File: src/rtl/stk_pipe_adm_arb.sv
`default_nettype none
// ============================================================================
// Module   : stk_pipe_adm_arb
// Purpose  : Admission arbiter at the head of the stack pipeline. Picks at
//            most one engine command per cycle (round-robin), blocks engines
//            that already have a command in flight, gates PUSH on free-list
//            state, caps total outstanding commands, and launches the winner
//            into LK together with the free-list allocate strobe.
// Ports    : clk, rst              clock, synchronous active-high reset
//            i_cmd_vld/opcode/dat  per-engine request, opcode, payload
//            o_cmd_ack             one-hot grant (same cycle as request)
//            i_al_empty_r/busy_r   free-list empty / allocator busy
//            o_al_alloc            allocate one line (granted PUSH)
//            o_lk_*_w              launch fields into LK (next-state values)
//            i_wrbk_vld_r/engid_r  WRBK retire strobe and engine id
// Revision : 1.0  initial release
// ============================================================================
module stk_pipe_adm_arb #(
  parameter int ENGS_N       = 4,
  parameter int ENGID_W      = 2,
  parameter int DAT_W        = 128,
  parameter int MAX_INFLIGHT = 4
) (
  input  logic                      clk,
  input  logic                      rst,
  input  logic [ENGS_N-1:0]         i_cmd_vld,
  input  logic [ENGS_N*2-1:0]       i_cmd_opcode,
  input  logic [ENGS_N*DAT_W-1:0]   i_cmd_dat,
  output logic [ENGS_N-1:0]         o_cmd_ack,
  input  logic                      i_al_empty_r,
  input  logic                      i_al_busy_r,
  output logic                      o_al_alloc,
  output logic                      o_lk_vld_w,
  output logic [ENGID_W-1:0]        o_lk_engid_w,
  output logic [1:0]                o_lk_opcode_w,
  output logic                      o_lk_dat_vld_w,
  output logic [DAT_W-1:0]          o_lk_dat_w,
  input  logic                      i_wrbk_vld_r,
  input  logic [ENGID_W-1:0]        i_wrbk_engid_r
);

  localparam int         OCC_W   = $clog2(MAX_INFLIGHT + 1);
  localparam logic [1:0] OP_PUSH = 2'b00;
  localparam logic [1:0] OP_RSVD = 2'b11;

  logic [ENGID_W-1:0] rr_ptr;
  logic [ENGS_N-1:0]  inflight;
  logic [OCC_W-1:0]   occ;

  logic [ENGS_N-1:0]  eligible;
  logic               retire_ok;
  logic [ENGS_N-1:0]  retire_mask;
  logic               issue_ok;
  logic               found;
  logic [ENGID_W-1:0] cand;
  logic [ENGID_W-1:0] grant_id;
  logic               grant;
  logic [ENGS_N-1:0]  grant_oh;
  logic [1:0]         grant_op;
  logic               grant_push;

  // An engine may compete only if it has nothing in flight, its opcode is
  // not reserved, and a PUSH has a free line to allocate.
  for (genvar e = 0; e < ENGS_N; e++) begin : g_elig
    logic [1:0] op;
    assign op          = i_cmd_opcode[2*e +: 2];
    assign eligible[e] = i_cmd_vld[e] & ~inflight[e] & (op != OP_RSVD)
                       & ~((op == OP_PUSH) & i_al_empty_r);
  end

  // Only a retire that matches tracked state counts; an illegal one leaves
  // the counters untouched.
  assign retire_ok   = i_wrbk_vld_r && (occ != '0) && inflight[i_wrbk_engid_r];
  assign retire_mask = retire_ok ? (ENGS_N'(1) << i_wrbk_engid_r) : '0;

  // A retire in the same cycle frees a slot, so a full pipe can still issue.
  assign issue_ok = !i_al_busy_r && ((occ < OCC_W'(MAX_INFLIGHT)) || retire_ok);

  // Round-robin scan starting at rr_ptr.
  always_comb begin
    found    = 1'b0;
    grant_id = '0;
    cand     = '0;
    for (int k = 0; k < ENGS_N; k++) begin
      cand = ENGID_W'((int'(rr_ptr) + k) % ENGS_N);
      if (!found && eligible[cand]) begin
        found    = 1'b1;
        grant_id = cand;
      end
    end
  end

  assign grant      = found && issue_ok && !rst;
  assign grant_oh   = grant ? (ENGS_N'(1) << grant_id) : '0;
  assign grant_op   = i_cmd_opcode[{grant_id, 1'b0} +: 2];
  assign grant_push = grant && (grant_op == OP_PUSH);

  assign o_cmd_ack      = grant_oh;
  assign o_lk_vld_w     = grant;
  assign o_lk_engid_w   = grant ? grant_id : '0;
  assign o_lk_opcode_w  = grant ? grant_op : 2'b00;
  assign o_al_alloc     = grant_push;
  assign o_lk_dat_vld_w = grant_push;
  assign o_lk_dat_w     = grant_push ? i_cmd_dat[grant_id*DAT_W +: DAT_W] : '0;

  always_ff @(posedge clk) begin
    if (rst) begin
      rr_ptr   <= '0;
      inflight <= '0;
      occ      <= '0;
    end else begin
      if (grant) begin
        rr_ptr <= (grant_id == ENGID_W'(ENGS_N - 1)) ? '0 : grant_id + 1'b1;
      end
      // Grant and retire never target the same engine, so set/clear commute.
      inflight <= (inflight & ~retire_mask) | grant_oh;
      if (grant && !retire_ok) begin
        occ <= occ + 1'b1;
      end else if (retire_ok && !grant) begin
        occ <= occ - 1'b1;
      end
    end
  end

  // Retiring an engine that has nothing outstanding is a protocol error.
  always_ff @(posedge clk) begin
    if (!rst && i_wrbk_vld_r) begin
      assert (retire_ok);
    end
  end

endmodule
`default_nettype wire

File: config.mk
export PLATFORM = sky130hd
export DESIGN_NAME = stk_pipe_adm_arb
export DESIGN_NICKNAME = d
export VERILOG_FILES = /design/src/rtl/stk_pipe_adm_arb.sv
export SDC_FILE = /design/constraint.sdc
export NUM_CORES = 1
export LEC_CHECK = 0
export ABC_AREA = 1
export BUFFER_PORTS_ARGS = -buffer_cell sky130_fd_sc_hd__buf_2
export CORE_AREA = 2 2 258 260
export CTS_BUF_LIST = sky130_fd_sc_hd__clkbuf_8
export CTS_CLUSTER_DIAMETER = 50
export DETAILED_ROUTE_END_ITERATION = 8
export DIE_AREA = 0 0 260 262
export PLACE_DENSITY = 0.35
export SYNTH_ARGS = -nofsm -noshare
export SYNTH_HDL_FRONTEND = slang
export SYNTH_SLANG_ARGS = --single-unit
File: constraint.sdc
create_clock -name clk -period 2.3 [get_ports clk]
set_clock_uncertainty 0.05 [all_clocks]
set_input_delay 0.115 -clock clk [delete_from_list [all_inputs] [get_ports clk]]
set_output_delay 0.115 -clock clk [all_outputs]
set_load 0.05 [all_outputs]
==> flow_results.xml, run 1 <==
<?xml version="1.0" encoding="UTF-8"?>
<metrics>
  <group name="cts">
    <metric name="numClockSinks" unit="">9</metric>
    <metric name="cts-root-to-sink-buffers" unit="">2</metric>
    <metric name="tritoncts" unit="">built</metric>
    <metric name="total_clock_buffers_created_by_cts" unit="">3</metric>
    <metric name="cts-hold-fix-buffers" unit="">0</metric>
    <metric name="clk_pin_slew" unit="ps">60</metric>
    <metric name="root_buffer" unit="">sky130_fd_sc_hd__clkbuf_8</metric>
    <metric name="htreeDepth" unit="">1</metric>
    <metric name="clock_latency" unit="ps">250</metric>
  </group>
  <group name="yosys">
    <metric name="yosys_register_bits" unit="">9</metric>
    <metric name="synth_fp_nets" unit="">2084</metric>
    <metric name="ys_types" unit="">32</metric>
    <metric name="syn_area" unit="µm²">7790</metric>
    <metric name="netlist_top_cells_area" unit="">sky130_fd_sc_hd__nand2_1 39%, sky130_fd_sc_hd__nor2_4 14%, sky130_fd_sc_hd__o211ai_1 12%</metric>
    <metric name="yosys_warnings" unit="">0</metric>
    <metric name="netlist_instances" unit="">1547</metric>
    <metric name="yosys.area.top_type" unit="">sky130_fd_sc_hd__nand2_1</metric>
    <metric name="async_reset_ff_share" unit="%">0</metric>
    <metric name="synth_common_cells" unit="">811 x sky130_fd_sc_hd__nand2_1, 201 x sky130_fd_sc_hd__inv_1, 128 x sky130_fd_sc_hd__o211ai_1</metric>
    <metric name="postSynthAreaPerCell" unit="µm²">5.04</metric>
    <metric name="ys_seq_area_share" unit="%">2.31</metric>
    <metric name="synth_largest_type_area_fraction" unit="%">39.1</metric>
    <metric name="synth_flop_cell" unit="">sky130_fd_sc_hd__dfxtp_1</metric>
    <metric name="synth_most_common_cell" unit="">sky130_fd_sc_hd__nand2_1</metric>
    <metric name="synth_enable_flop_cells" unit="">0</metric>
  </group>
  <group name="setup_path">
    <metric name="endpoint_kind" unit="">primary output</metric>
    <metric name="critPathMaxFanout" unit="">6</metric>
    <metric name="worstPathCellList" unit="">buf_12 -&gt; clkinv_8 -&gt; nand3_4 -&gt; nand2_4 -&gt; o21ai_4 -&gt; nand4_4 -&gt; buf_6 -&gt; nand3_2 -&gt; nand3_2 -&gt; nand2_2 -&gt; nand3_4 -&gt; buf_12 -&gt; buf_12 -&gt; nor2_4 -&gt; buf_12</metric>
    <metric name="cp_data_required_time" unit="ps">2130</metric>
    <metric name="ff2ff_path_depth" unit="">16</metric>
    <metric name="slowest_stage" unit="">sky130_fd_sc_hd__dfxtp_2</metric>
    <metric name="crit_path_frequent_cell" unit="">sky130_fd_sc_hd__buf_12</metric>
    <metric name="worstSetupStartpointType" unit="">flop</metric>
    <metric name="critical_path.max_stage_delay" unit="ps">330</metric>
    <metric name="cp.arrival" unit="ps">2770</metric>
    <metric name="critical_path_class" unit="">flop to primary output</metric>
  </group>
  <group name="global_routing">
    <metric name="grt_overflow_total" unit="">0</metric>
    <metric name="vias_in_the_first_global_route" unit="">11870</metric>
    <metric name="grt_first_pass_wirelength" unit="µm">65900</metric>
    <metric name="grt_start_max_net_pins" unit="">45</metric>
    <metric name="grt_util_all_layers" unit="%">12.3</metric>
    <metric name="antenna_found_initial" unit="">5</metric>
  </group>
  <group name="die">
    <metric name="die-area" unit="µm²">68100</metric>
    <metric name="floorplan.rows" unit="">94</metric>
    <metric name="fp.dieH" unit="µm">262</metric>
    <metric name="fp.dieW" unit="µm">260</metric>
    <metric name="pin_count" unit="">670</metric>
    <metric name="fp.coreArea" unit="µm²">65300</metric>
    <metric name="start_util" unit="%">11.9</metric>
  </group>
  <group name="pwr">
    <metric name="powerDensity" unit="nW/µm²">1170</metric>
    <metric name="combPwrFrac" unit="%">97.9</metric>
    <metric name="power" unit="mW">19.0</metric>
    <metric name="power.ir.vdd_worst" unit="µV">683</metric>
    <metric name="clockPowerShare" unit="%">1.0</metric>
    <metric name="internal_power" unit="mW">8.02</metric>
    <metric name="netSwitchingFraction" unit="%">57.7</metric>
    <metric name="power_frac_seq" unit="%">1.1</metric>
    <metric name="cellLeakagePower" unit="nW">8.97</metric>
    <metric name="power_switching" unit="mW">10.9</metric>
  </group>
  <group name="drt">
    <metric name="drtAntennaViolNets" unit="">0</metric>
    <metric name="drt_iter0_drc" unit="">481</metric>
    <metric name="drt-vias-per-instance" unit="">3.76</metric>
    <metric name="totalWireLength" unit="µm">49300</metric>
    <metric name="remaining_drc_errors" unit="">0</metric>
    <metric name="first_pass_iters" unit="">5</metric>
    <metric name="wl_per_cell" unit="µm">15.6</metric>
    <metric name="num_vias" unit="">11943</metric>
  </group>
  <group name="job">
    <metric name="cap_viol_max_count" unit="">0</metric>
  </group>
  <group name="placement">
    <metric name="place.port_buffers" unit="">669</metric>
    <metric name="globalplace.congestion" unit="">0.877</metric>
    <metric name="post-place-cells" unit="">3118</metric>
    <metric name="placement.cell_area" unit="µm²">13400</metric>
    <metric name="detailedPlacementHpwl" unit="µm">38800</metric>
  </group>
  <group name="hold_path">
    <metric name="min-delay-path-class" unit="">primary input to flop</metric>
    <metric name="hold_path_depth" unit="">2</metric>
  </group>
  <group name="finish">
    <metric name="final_area" unit="µm²">16200</metric>
    <metric name="area_growth" unit="%">109</metric>
    <metric name="layout.cells.non_filler" unit="">3173</metric>
    <metric name="final_layout_size_suffix_gt1_share" unit="%">56.0</metric>
    <metric name="finalNetCount" unit="">2843</metric>
  </group>
  <group name="timing">
    <metric name="timing.final.setup_violations" unit="">146</metric>
    <metric name="post_route_minimum_period" unit="ps">2930</metric>
    <metric name="final_min_period_over_clock_period" unit="%">127</metric>
    <metric name="rsz_0062_raised_after_global_routing" unit="">true</metric>
    <metric name="finalMaxSlewViolations" unit="">0</metric>
    <metric name="report.final.hold_viol_count" unit="">0</metric>
    <metric name="clock.fmax" unit="MHz">341</metric>
    <metric name="timing.slew.headroom" unit="%">71.5</metric>
    <metric name="worst_pin_slew" unit="ps">425</metric>
    <metric name="timing.final.ws_setup" unit="ps">-631</metric>
  </group>
  <group name="status">
    <metric name="status" unit="">finished with violations</metric>
    <metric name="failing_checks" unit="">negative setup slack</metric>
  </group>
</metrics>
[critical path, delay by kind of cell, from the launching register on]
kind	cells	cell delay [ps]
and+or+nand+nor	8	960
AOI/OAI and AO/OA	1	290
DFF	1	330
buffers and inverters	6	920
[kinds of logic (layout without fill, tap and decap cells)]
family | count (synthesis) | after routing | share of synthesized area, %
AND/OR/NAND/NOR | 1000 | 1001 | 59.7
buffers and inverters | 384 | 1141 | 23.0
AO/OA/AOI/OAI | 148 | 148 | 13.9
flip-flops | 9 | 9 | 2.31
adder cells (fa/ha/maj) | 6 | 6 | 1.06
other | 0 | 4 | 0
[per-layer routing]
layer | wire length, µm | global-route usage (%) | share of wire (%)
met5 | 26 | 0 | 0.053
met4 | 741 | 2.12 | 1.5
met3 | 2500 | 1.74 | 5.1
met2 | 26000 | 23.5 | 53
met1 | 20100 | 14.5 | 41
[what timing repair did]
| action | in CTS | in global routing |
|---|---|---|
| resized for setup | 222 | 447 |
| gates cloned | 3 | 17 |
| setup endpoints to repair | 146 | 148 |
| buffers inserted | 3 | 25 |
| pin swaps | 6 | 84 |
[cell usage in the layout (no fill, tap or decap), types with 7 or more instances in the layout]
cell type | netlist | layout
sky130_fd_sc_hd__buf_8 | 0 | 73
sky130_fd_sc_hd__buf_2 | 62 | 530
sky130_fd_sc_hd__nand2_1 | 811 | 692
sky130_fd_sc_hd__o211ai_1 | 128 | 128
sky130_fd_sc_hd__buf_6 | 4 | 89
sky130_fd_sc_hd__buf_4 | 17 | 82
sky130_fd_sc_hd__nand3_4 | 2 | 7
sky130_fd_sc_hd__nand2_4 | 3 | 21
sky130_fd_sc_hd__inv_1 | 201 | 158
sky130_fd_sc_hd__nor2_4 | 100 | 128
sky130_fd_sc_hd__nor2_2 | 1 | 8
sky130_fd_sc_hd__buf_16 | 0 | 13
sky130_fd_sc_hd__nand3_2 | 4 | 17
sky130_fd_sc_hd__inv_2 | 80 | 119
sky130_fd_sc_hd__buf_12 | 11 | 51
sky130_fd_sc_hd__clkbuf_16 | 0 | 16
sky130_fd_sc_hd__nand2_2 | 6 | 106
sky130_fd_sc_hd__nor2_1 | 45 | 10
[worst paths after layout]
kind / from / to / slack [ps]
hold reg to reg: inflight[3] / inflight[3] / 470
hold / removal: rst / inflight[2] / 110
setup / recovery: rr_ptr[0] / o_lk_dat_w[14] / -630
setup reg to reg: rr_ptr[0] / rr_ptr[1] / -270
[power by group through the flow]
stage	Combinational (mW)	Clock [mW]	Sequential, mW
2_1_floorplan	9.82	0	0.205
3_3_place_gp	14.5	0	0.208
3_5_place_dp	14.4	0	0.209
4_1_cts	15.4	0.203	0.207
5_1_grt	20.2	0.209	0.213
6_report	18.5	0.195	0.209
[state kept, by name, indices dropped and copies added (netlist names)]
register	cells
inflight	4
occ	3
rr_ptr	2
[cell type report]
| class | instances | area [µm²] |
|---|---|---|
| clock buffers | 3 | 41.3 |
| fillers | 7505 | 49000 |
| clock inverters | 1 | 3.75 |
| diodes | 4 | 10.0 |
| flip-flops and latches | 9 | 184 |
| repair buffers | 854 | 7150 |
| multi-input cells | 1155 | 6660 |
| inverters | 283 | 1120 |
| well taps | 864 | 1080 |
[metrics by stage]
step           utilization [%]  setup TNS [ps]  hold WS, ps  worst slack (ps)
6_report                  24.9          -78790          111              -631
3_5_place_dp              20.5          -65700          353              -571
2_1_floorplan                -           -1920          134              -126
5_1_grt                   24.9          -99990          120              -772
3_3_place_gp              20.5          -61150          353              -571
4_1_cts                   21.8          -72960         97.8              -596
No activity file was read; power rests on OpenSTA's default activity.
==> run 2: changes to the inputs <==
==> constraint.sdc (replaced) <==
create_clock -name clk -period 2.3 [get_ports clk]
set_clock_uncertainty 0.05 [all_clocks]
set_input_delay 0.46 -clock clk [delete_from_list [all_inputs] [get_ports clk]]
set_output_delay 0.46 -clock clk [all_outputs]
set_load 0.05 [all_outputs]
==> run 2 against run 1 <==
- the run still ends with negative setup slack left
- setup slack got worse by 310 ps
- combinational power fell by 9%
- via count fell by 1.3%
- clock-buffer cell count did not move
- sequential share of layout area rose by 0.075 points
- hold slack improved by 330 ps
==> flow_results.xml, run 2 (synthesis gave the netlist of run 1 again) <==
<?xml version="1.0" encoding="UTF-8"?>
<metrics>
  <group name="status">
    <metric name="status" unit="">finished with violations</metric>
    <metric name="failing_checks" unit="">negative setup slack</metric>
  </group>
  <group name="pwr">
    <metric name="powerDensity" unit="nW/µm²">1110</metric>
    <metric name="cellLeakagePower" unit="nW">8.59</metric>
    <metric name="power.ir.vdd_worst" unit="µV">570</metric>
  </group>
  <group name="die">
    <metric name="fp.dieW" unit="µm">260</metric>
    <metric name="fp.dieH" unit="µm">262</metric>
    <metric name="floorplan.rows" unit="">94</metric>
    <metric name="die-area" unit="µm²">68100</metric>
    <metric name="fp.coreArea" unit="µm²">65300</metric>
    <metric name="start_util" unit="%">11.9</metric>
    <metric name="pin_count" unit="">670</metric>
  </group>
  <group name="finish">
    <metric name="area_growth" unit="%">98.2</metric>
    <metric name="final_cell_mix" unit="">761 x sky130_fd_sc_hd__nand2_1, 534 x sky130_fd_sc_hd__buf_2, 184 x sky130_fd_sc_hd__inv_1</metric>
    <metric name="area_of_the_multi_input_gates" unit="µm²">6420</metric>
    <metric name="registers_with_the_most_flip_flops" unit="">inflight: 4 flops, occ: 3 flops, rr_ptr: 2 flops</metric>
    <metric name="layout.cells.non_filler" unit="">3132</metric>
    <metric name="largest-register" unit="">inflight</metric>
    <metric name="seq_area" unit="µm²">186</metric>
    <metric name="final_area" unit="µm²">15400</metric>
    <metric name="finalNetCount" unit="">2805</metric>
    <metric name="number_of_flip_flops_in_the_largest_register" unit="">4</metric>
    <metric name="fillerInstances" unit="">7551</metric>
    <metric name="final_layout_size_suffix_gt1_share" unit="%">50.7</metric>
    <metric name="mostFrequentLayoutCell" unit="">sky130_fd_sc_hd__nand2_1</metric>
  </group>
  <group name="timing">
    <metric name="clock.fmax" unit="MHz">309</metric>
    <metric name="worst_pin_slew" unit="ps">345</metric>
    <metric name="timing.final.ws_setup" unit="ps">-937</metric>
    <metric name="rsz_0062_raised_after_global_routing" unit="">true</metric>
    <metric name="finalMaxSlewViolations" unit="">0</metric>
    <metric name="post_route_minimum_period" unit="ps">3240</metric>
    <metric name="timing.final.setup_violations" unit="">146</metric>
    <metric name="timing.slew.headroom" unit="%">76.9</metric>
    <metric name="final.setup.tns" unit="ps">-118090</metric>
    <metric name="report.final.hold_viol_count" unit="">0</metric>
    <metric name="final_min_period_over_clock_period" unit="%">141</metric>
  </group>
  <group name="cts">
    <metric name="clock_latency" unit="ps">240</metric>
    <metric name="total_clock_buffers_created_by_cts" unit="">3</metric>
    <metric name="numClockSinks" unit="">9</metric>
    <metric name="root_buffer" unit="">sky130_fd_sc_hd__clkbuf_8</metric>
    <metric name="cts-hold-fix-buffers" unit="">0</metric>
    <metric name="cts-root-to-sink-buffers" unit="">2</metric>
    <metric name="tritoncts" unit="">built</metric>
    <metric name="clk_pin_slew" unit="ps">50</metric>
    <metric name="htreeDepth" unit="">1</metric>
  </group>
  <group name="setup_path">
    <metric name="r2r_slack" unit="ps">-430</metric>
    <metric name="path_delay_family" unit="">simple AND/OR/NAND/NOR gates</metric>
    <metric name="worstPathCellList" unit="">inv_2 -&gt; nand2_2 -&gt; nor2_4 -&gt; nand3_2 -&gt; nand2_4 -&gt; o21ai_4 -&gt; buf_12 -&gt; nand4_1 -&gt; nand2_8 -&gt; inv_8 -&gt; nand3_1 -&gt; nand2_2 -&gt; nand3_4 -&gt; buf_12 -&gt; buf_12 -&gt; nor2_4 -&gt; buf_12</metric>
    <metric name="critPathMaxFanout" unit="">11</metric>
    <metric name="worstSetupStartpointType" unit="">flop</metric>
    <metric name="endpoint_kind" unit="">primary output</metric>
    <metric name="critical_path_class" unit="">flop to primary output</metric>
    <metric name="timing.critical_path.buf_inv" unit="">6</metric>
    <metric name="slowest_stage" unit="">sky130_fd_sc_hd__dfxtp_2</metric>
    <metric name="cp.arrival" unit="ps">2730</metric>
    <metric name="critical_path.max_stage_delay" unit="ps">320</metric>
    <metric name="crit_path_frequent_cell" unit="">sky130_fd_sc_hd__buf_12</metric>
    <metric name="cp_data_required_time" unit="ps">1790</metric>
  </group>
  <group name="drt">
    <metric name="remaining_drc_errors" unit="">0</metric>
    <metric name="wl_per_cell" unit="µm">15.4</metric>
    <metric name="first_pass_iters" unit="">5</metric>
    <metric name="totalWireLength" unit="µm">48300</metric>
    <metric name="drtAntennaViolNets" unit="">0</metric>
    <metric name="num_vias" unit="">11783</metric>
    <metric name="drt-vias-per-instance" unit="">3.76</metric>
    <metric name="drt_iter0_drc" unit="">503</metric>
  </group>
  <group name="global_routing">
    <metric name="antenna_found_initial" unit="">5</metric>
    <metric name="grt_start_max_net_pins" unit="">51</metric>
    <metric name="grt_first_pass_wirelength" unit="µm">68900</metric>
    <metric name="grt_overflow_total" unit="">0</metric>
    <metric name="grt_util_all_layers" unit="%">13.1</metric>
    <metric name="vias_in_the_first_global_route" unit="">11844</metric>
  </group>
  <group name="job">
    <metric name="cap_viol_max_count" unit="">0</metric>
  </group>
  <group name="placement">
    <metric name="globalplace.congestion" unit="">0.881</metric>
    <metric name="detailedPlacementHpwl" unit="µm">39600</metric>
    <metric name="placement.setup.worst_slack" unit="ps">-1070</metric>
    <metric name="post-place-cells" unit="">3100</metric>
    <metric name="placement.cell_area" unit="µm²">13700</metric>
    <metric name="place.port_buffers" unit="">669</metric>
  </group>
  <group name="hold_path">
    <metric name="min-delay-path-class" unit="">flop to flop</metric>
  </group>
</metrics>
-- run 2: layer usage --
metal  share of wire, %  wire [µm]  up-vias  global-route usage (%)
li1                   -          -     6067                       -
met1                 40      19100     5280                    15.4
met2                 53      25500      383                    25.2
met3                5.8       2820       47                    1.92
met4                1.8        853        6                    2.06
met5              0.077         37        -                       0
-- run 2: report_power, final --
part	switching (mW)	leakage, nW	internal, mW
logic	10.2	8.49	6.58
clock network	0.0775	0.0269	0.118
registers	0.0245	0.0758	0.187
-- run 2: what timing repair did --
action / in CTS / in global routing
pin swaps: 30 / 19
gates cloned: 7 / 5
gates resized for setup: 241 / 121
endpoints found under the setup margin: 148 / 148
buffers inserted: 11 / 5
-- run 2: path summary, 6_finish.rpt --
path / start / cells after the start / to
worst max-delay path: inflight[3] / 17 / o_lk_dat_w[67]
worst min-delay path: inflight[3] / 2 / inflight[3]
worst max register to register: inflight[3] / 19 / occ[2]
worst min register to register: inflight[3] / 2 / inflight[3]
-- run 2: stage by stage --
stage / util [%] / total power [mW] / hold slack [ps]
global placement: 21.1 / 15.1 / 425
detailed placement: 21.1 / 15.0 / 421
CTS: 22.8 / 16.8 / 445
floorplan: - / 10.3 / 402
global route: 23.7 / 19.0 / 458
finish: 23.7 / 17.2 / 441
-- run 2: layout make-up --
class                           count  share of cell area [%]
Multi-Input combinational cell   1155                    41.6
Timing Repair Buffer              816                    42.5
Antenna cell                        1                  0.0162
Clock inverter                      1                  0.0243
Inverter                          283                    7.44
Clock buffer                        3                   0.267
Sequential cell                     9                    1.21
Tap cell                          864                    7.00
-- run 2: worst reg2reg max path: cells and delay by family (launching register included) --
| kind | cells | cell delay (ps) |
|---|---|---|
| buffers and inverters | 6 | 640 |
| and+or+nand+nor | 6 | 620 |
| adders and majority gates | 2 | 500 |
| AOI/OAI and AO/OA | 5 | 470 |
| DFF | 1 | 320 |
==> run 3: changes to the inputs <==
- ABC_AREA: 1 -> default
- CORE_AREA: 2 2 258 260 -> 2 2 260 262
- DIE_AREA: 0 0 260 262 -> 0 0 262 264
- PLACE_DENSITY: 0.35 -> 0.31
==> run 3 against run 2 <==
- the run still ends with negative setup slack left
- hold slack improved by 14 ps
- sequential power is 15% lower
- critical endpoint is now o_lk_dat_w[85]
- highest routed layer unchanged
- area after synthesis fell by 27%
- largest cell class unchanged
==> flow_results.xml, run 3 <==
<?xml version="1.0" encoding="UTF-8"?>
<metrics>
  <group name="status">
    <metric name="status" unit="">finished with violations</metric>
    <metric name="failing_checks" unit="">negative setup slack</metric>
  </group>
  <group name="finish">
    <metric name="number_of_flip_flops_in_the_largest_register" unit="">4</metric>
    <metric name="registers_with_the_most_flip_flops" unit="">inflight: 4 flops, occ: 3 flops, rr_ptr: 2 flops</metric>
    <metric name="largest-register" unit="">inflight</metric>
    <metric name="area_growth" unit="%">166</metric>
    <metric name="final_layout_size_suffix_gt1_share" unit="%">66.4</metric>
    <metric name="mostFrequentLayoutCell" unit="">sky130_fd_sc_hd__buf_2</metric>
    <metric name="finalNetCount" unit="">2183</metric>
    <metric name="final_cell_mix" unit="">525 x sky130_fd_sc_hd__buf_2, 253 x sky130_fd_sc_hd__nand2_1, 158 x sky130_fd_sc_hd__buf_6</metric>
    <metric name="fillerInstances" unit="">7505</metric>
    <metric name="finalCoreUtilization" unit="%">22.8</metric>
  </group>
  <group name="pwr">
    <metric name="power.ir.vdd_worst" unit="µV">185</metric>
    <metric name="power" unit="mW">6.24</metric>
    <metric name="cellLeakagePower" unit="nW">6.49</metric>
    <metric name="powerDensity" unit="nW/µm²">410</metric>
  </group>
  <group name="yosys">
    <metric name="netlist_instances" unit="">846</metric>
    <metric name="yosys_register_bits" unit="">9</metric>
    <metric name="yosys.area.top_type" unit="">sky130_fd_sc_hd__a311oi_2</metric>
    <metric name="syn_area" unit="µm²">5720</metric>
    <metric name="postSynthAreaPerCell" unit="µm²">6.76</metric>
    <metric name="yosys_warnings" unit="">0</metric>
    <metric name="synth_most_common_cell" unit="">sky130_fd_sc_hd__nand2_1</metric>
    <metric name="ys_seq_area_share" unit="%">3.15</metric>
    <metric name="synth_enable_flop_cells" unit="">0</metric>
    <metric name="ys_types" unit="">46</metric>
    <metric name="synth_largest_type_area_fraction" unit="%">28.9</metric>
    <metric name="synth_common_cells" unit="">263 x sky130_fd_sc_hd__nand2_1, 134 x sky130_fd_sc_hd__a21oi_1, 129 x sky130_fd_sc_hd__a21boi_0</metric>
    <metric name="netlist_top_cells_area" unit="">sky130_fd_sc_hd__a311oi_2 29%, sky130_fd_sc_hd__nand2_1 17%, sky130_fd_sc_hd__a21boi_0 17%</metric>
    <metric name="synth_flop_cell" unit="">sky130_fd_sc_hd__dfxtp_1</metric>
    <metric name="async_reset_ff_share" unit="%">0</metric>
    <metric name="synth_fp_nets" unit="">1383</metric>
  </group>
  <group name="setup_path">
    <metric name="timing.critical_path.buf_inv" unit="">5</metric>
    <metric name="cp.arrival" unit="ps">3200</metric>
    <metric name="r2r_slack" unit="ps">-720</metric>
    <metric name="cp_data_required_time" unit="ps">1790</metric>
    <metric name="ff2ff_path_depth" unit="">13</metric>
    <metric name="path_delay_family" unit="">simple AND/OR/NAND/NOR gates</metric>
    <metric name="critical_path_class" unit="">primary input to primary output</metric>
    <metric name="r2r-start" unit="">inflight[2]</metric>
    <metric name="worstSetupStartpointType" unit="">primary input</metric>
    <metric name="critPathMaxFanout" unit="">8</metric>
    <metric name="crit_path_launch" unit="">i_al_empty_r</metric>
    <metric name="endpoint_of_the_worst_register_to_register_path" unit="">occ[2]</metric>
    <metric name="critical_path.max_stage_delay" unit="ps">600</metric>
    <metric name="crit_path_frequent_cell" unit="">sky130_fd_sc_hd__buf_12</metric>
    <metric name="worstPathCellList" unit="">buf_8 -&gt; nor3b_4 -&gt; a2111oi_4 -&gt; nor4_2 -&gt; or4_4 -&gt; nor4_4 -&gt; o21ai_4 -&gt; buf_12 -&gt; buf_16 -&gt; a311oi_4 -&gt; buf_4 -&gt; buf_12</metric>
    <metric name="slowest_stage" unit="">sky130_fd_sc_hd__or4_4</metric>
    <metric name="endpoint_kind" unit="">primary output</metric>
  </group>
  <group name="timing">
    <metric name="post_route_minimum_period" unit="ps">3710</metric>
    <metric name="clock.fmax" unit="MHz">270</metric>
    <metric name="timing.final.setup_violations" unit="">148</metric>
    <metric name="timing.slew.headroom" unit="%">45.4</metric>
    <metric name="report.final.hold_viol_count" unit="">0</metric>
    <metric name="timing.final.ws_setup" unit="ps">-1410</metric>
    <metric name="worst_pin_slew" unit="ps">808</metric>
    <metric name="final.setup.tns" unit="ps">-178230</metric>
    <metric name="final_min_period_over_clock_period" unit="%">161</metric>
    <metric name="finalMaxSlewViolations" unit="">0</metric>
    <metric name="rsz_0062_raised_after_global_routing" unit="">true</metric>
  </group>
  <group name="drt">
    <metric name="first_pass_iters" unit="">5</metric>
    <metric name="drt-vias-per-instance" unit="">3.90</metric>
    <metric name="drt_iter0_drc" unit="">311</metric>
    <metric name="num_vias" unit="">9839</metric>
    <metric name="wl_per_cell" unit="µm">19.8</metric>
    <metric name="remaining_drc_errors" unit="">0</metric>
    <metric name="totalWireLength" unit="µm">49800</metric>
    <metric name="drtAntennaViolNets" unit="">0</metric>
  </group>
  <group name="global_routing">
    <metric name="antenna_found_initial" unit="">11</metric>
    <metric name="grt_util_all_layers" unit="%">13.1</metric>
    <metric name="grt_start_max_net_pins" unit="">38</metric>
    <metric name="vias_in_the_first_global_route" unit="">10519</metric>
    <metric name="grt_overflow_total" unit="">0</metric>
    <metric name="grt_first_pass_wirelength" unit="µm">68100</metric>
  </group>
  <group name="hold_path">
    <metric name="min_to" unit="">inflight[0]</metric>
    <metric name="hold_path_depth" unit="">2</metric>
    <metric name="hp-start" unit="">inflight[0]</metric>
    <metric name="min-delay-path-class" unit="">flop to flop</metric>
  </group>
  <group name="cts">
    <metric name="clock_latency" unit="ps">230</metric>
    <metric name="root_buffer" unit="">sky130_fd_sc_hd__clkbuf_8</metric>
    <metric name="cts-hold-fix-buffers" unit="">0</metric>
    <metric name="clk_pin_slew" unit="ps">50</metric>
    <metric name="numClockSinks" unit="">9</metric>
    <metric name="htreeDepth" unit="">1</metric>
    <metric name="total_clock_buffers_created_by_cts" unit="">3</metric>
    <metric name="cts-root-to-sink-buffers" unit="">2</metric>
    <metric name="tritoncts" unit="">built</metric>
  </group>
  <group name="job">
    <metric name="cap_viol_max_count" unit="">0</metric>
  </group>
  <group name="die">
    <metric name="fp.coreArea" unit="µm²">66600</metric>
    <metric name="fp.dieH" unit="µm">264</metric>
    <metric name="floorplan.rows" unit="">95</metric>
    <metric name="die-area" unit="µm²">69200</metric>
    <metric name="pin_count" unit="">670</metric>
    <metric name="fp.dieW" unit="µm">262</metric>
    <metric name="start_util" unit="%">8.60</metric>
  </group>
  <group name="placement">
    <metric name="detailedPlacementHpwl" unit="µm">39900</metric>
    <metric name="place.port_buffers" unit="">669</metric>
    <metric name="globalplace.congestion" unit="">0.877</metric>
  </group>
</metrics>
[run 3: cell count changes after synthesis, sizes merged, moves of 52 or more]
cell,change
nand2,-557
inv,-271
nor2,-137
a21boi,+130
a311oi,+128
o211ai,-128
a21oi,+125
clkbuf,+52
[run 3: cell type report]
| type | instances | area (µm²) | share of cell area (%) |
|---|---|---|---|
| clock buffers | 3 | 41.3 | 0.272 |
| diodes | 4 | 10.0 | 0.0659 |
| repair buffers | 897 | 7240 | 47.6 |
| clock inverters | 1 | 3.75 | 0.0247 |
| repair inverters | 1 | 30.0 | 0.198 |
| well taps | 873 | 1090 | 7.19 |
| flip-flops and latches | 9 | 180 | 1.19 |
| inverters | 12 | 101 | 0.667 |
| multi-input cells | 722 | 6500 | 42.8 |
[run 3: through the flow]
| step | setup WS, ps | instance area (µm²) | cells | hold slack (ps) |
|---|---|---|---|---|
| after floorplan | -1390 | 7000 | 846 | 409 |
| after global placement | -1670 | 12600 | 2447 | 458 |
| after detailed placement | -1620 | 12600 | 2447 | 454 |
| after CTS | -1410 | 14300 | 2484 | 461 |
| after global routing | -1470 | 15200 | 2520 | 497 |
| final | -1410 | 15200 | 2522 | 455 |
[run 3: worst register-to-register path, delay by kind of cell, from the launching register on]
kind | cells | cell delay, ps
and+or+nand+nor | 5 | 1460
DFF | 1 | 330
adders and majority gates | 2 | 480
xor gates and xnor gates | 1 | 150
AOI/OAI and AO/OA | 1 | 110
buffers and inverters | 4 | 370
[run 3: timing repair]
| item | in CTS | in global routing |
|---|---|---|
| buffers inserted | 24 | 35 |
| pin swaps | 13 | 25 |
| gates resized for setup | 361 | 123 |
| cloned | 10 | 5 |
| setup endpoints to repair | 148 | 148 |
[run 3: layer usage]
layer | vias up | track usage, % | share of wire, %
li1 | 4779 | - | -
met1 | 4623 | 15.0 | 39
met2 | 391 | 25.0 | 53
met3 | 36 | 2.41 | 6.9
met4 | 10 | 2.20 | 1.4
met5 | - | 0 | 0.13
[run 3: cell families after synthesis]
kind of cell               share of synthesized area, %
and+or+nand+nor                                    21.4
buffers and inverters                              9.62
AOI/OAI and AO/OA                                  63.3
adders and majority gates                          1.44
xor gates and xnor gates                          0.306
muxes                                             0.743
DFF                                                3.15
[run 3: power breakdown]
group          internal [mW]  switching, mW  total [mW]  leakage [nW]
combinational           2.59           3.29        5.88          6.39
sequential             0.170         0.0100       0.180        0.0734
clock                  0.116         0.0608       0.177        0.0269
[run 3: worst max path at each step]
stage	endpoint	slack [ps]	cells after the start
floorplan	o_lk_dat_w[108]	-1390	10
global placement	o_lk_dat_w[85]	-1670	13
detailed placement	o_lk_dat_w[85]	-1620	13
CTS	o_lk_dat_w[85]	-1410	12
global route	o_lk_dat_w[25]	-1470	12
finish	o_lk_dat_w[85]	-1410	12
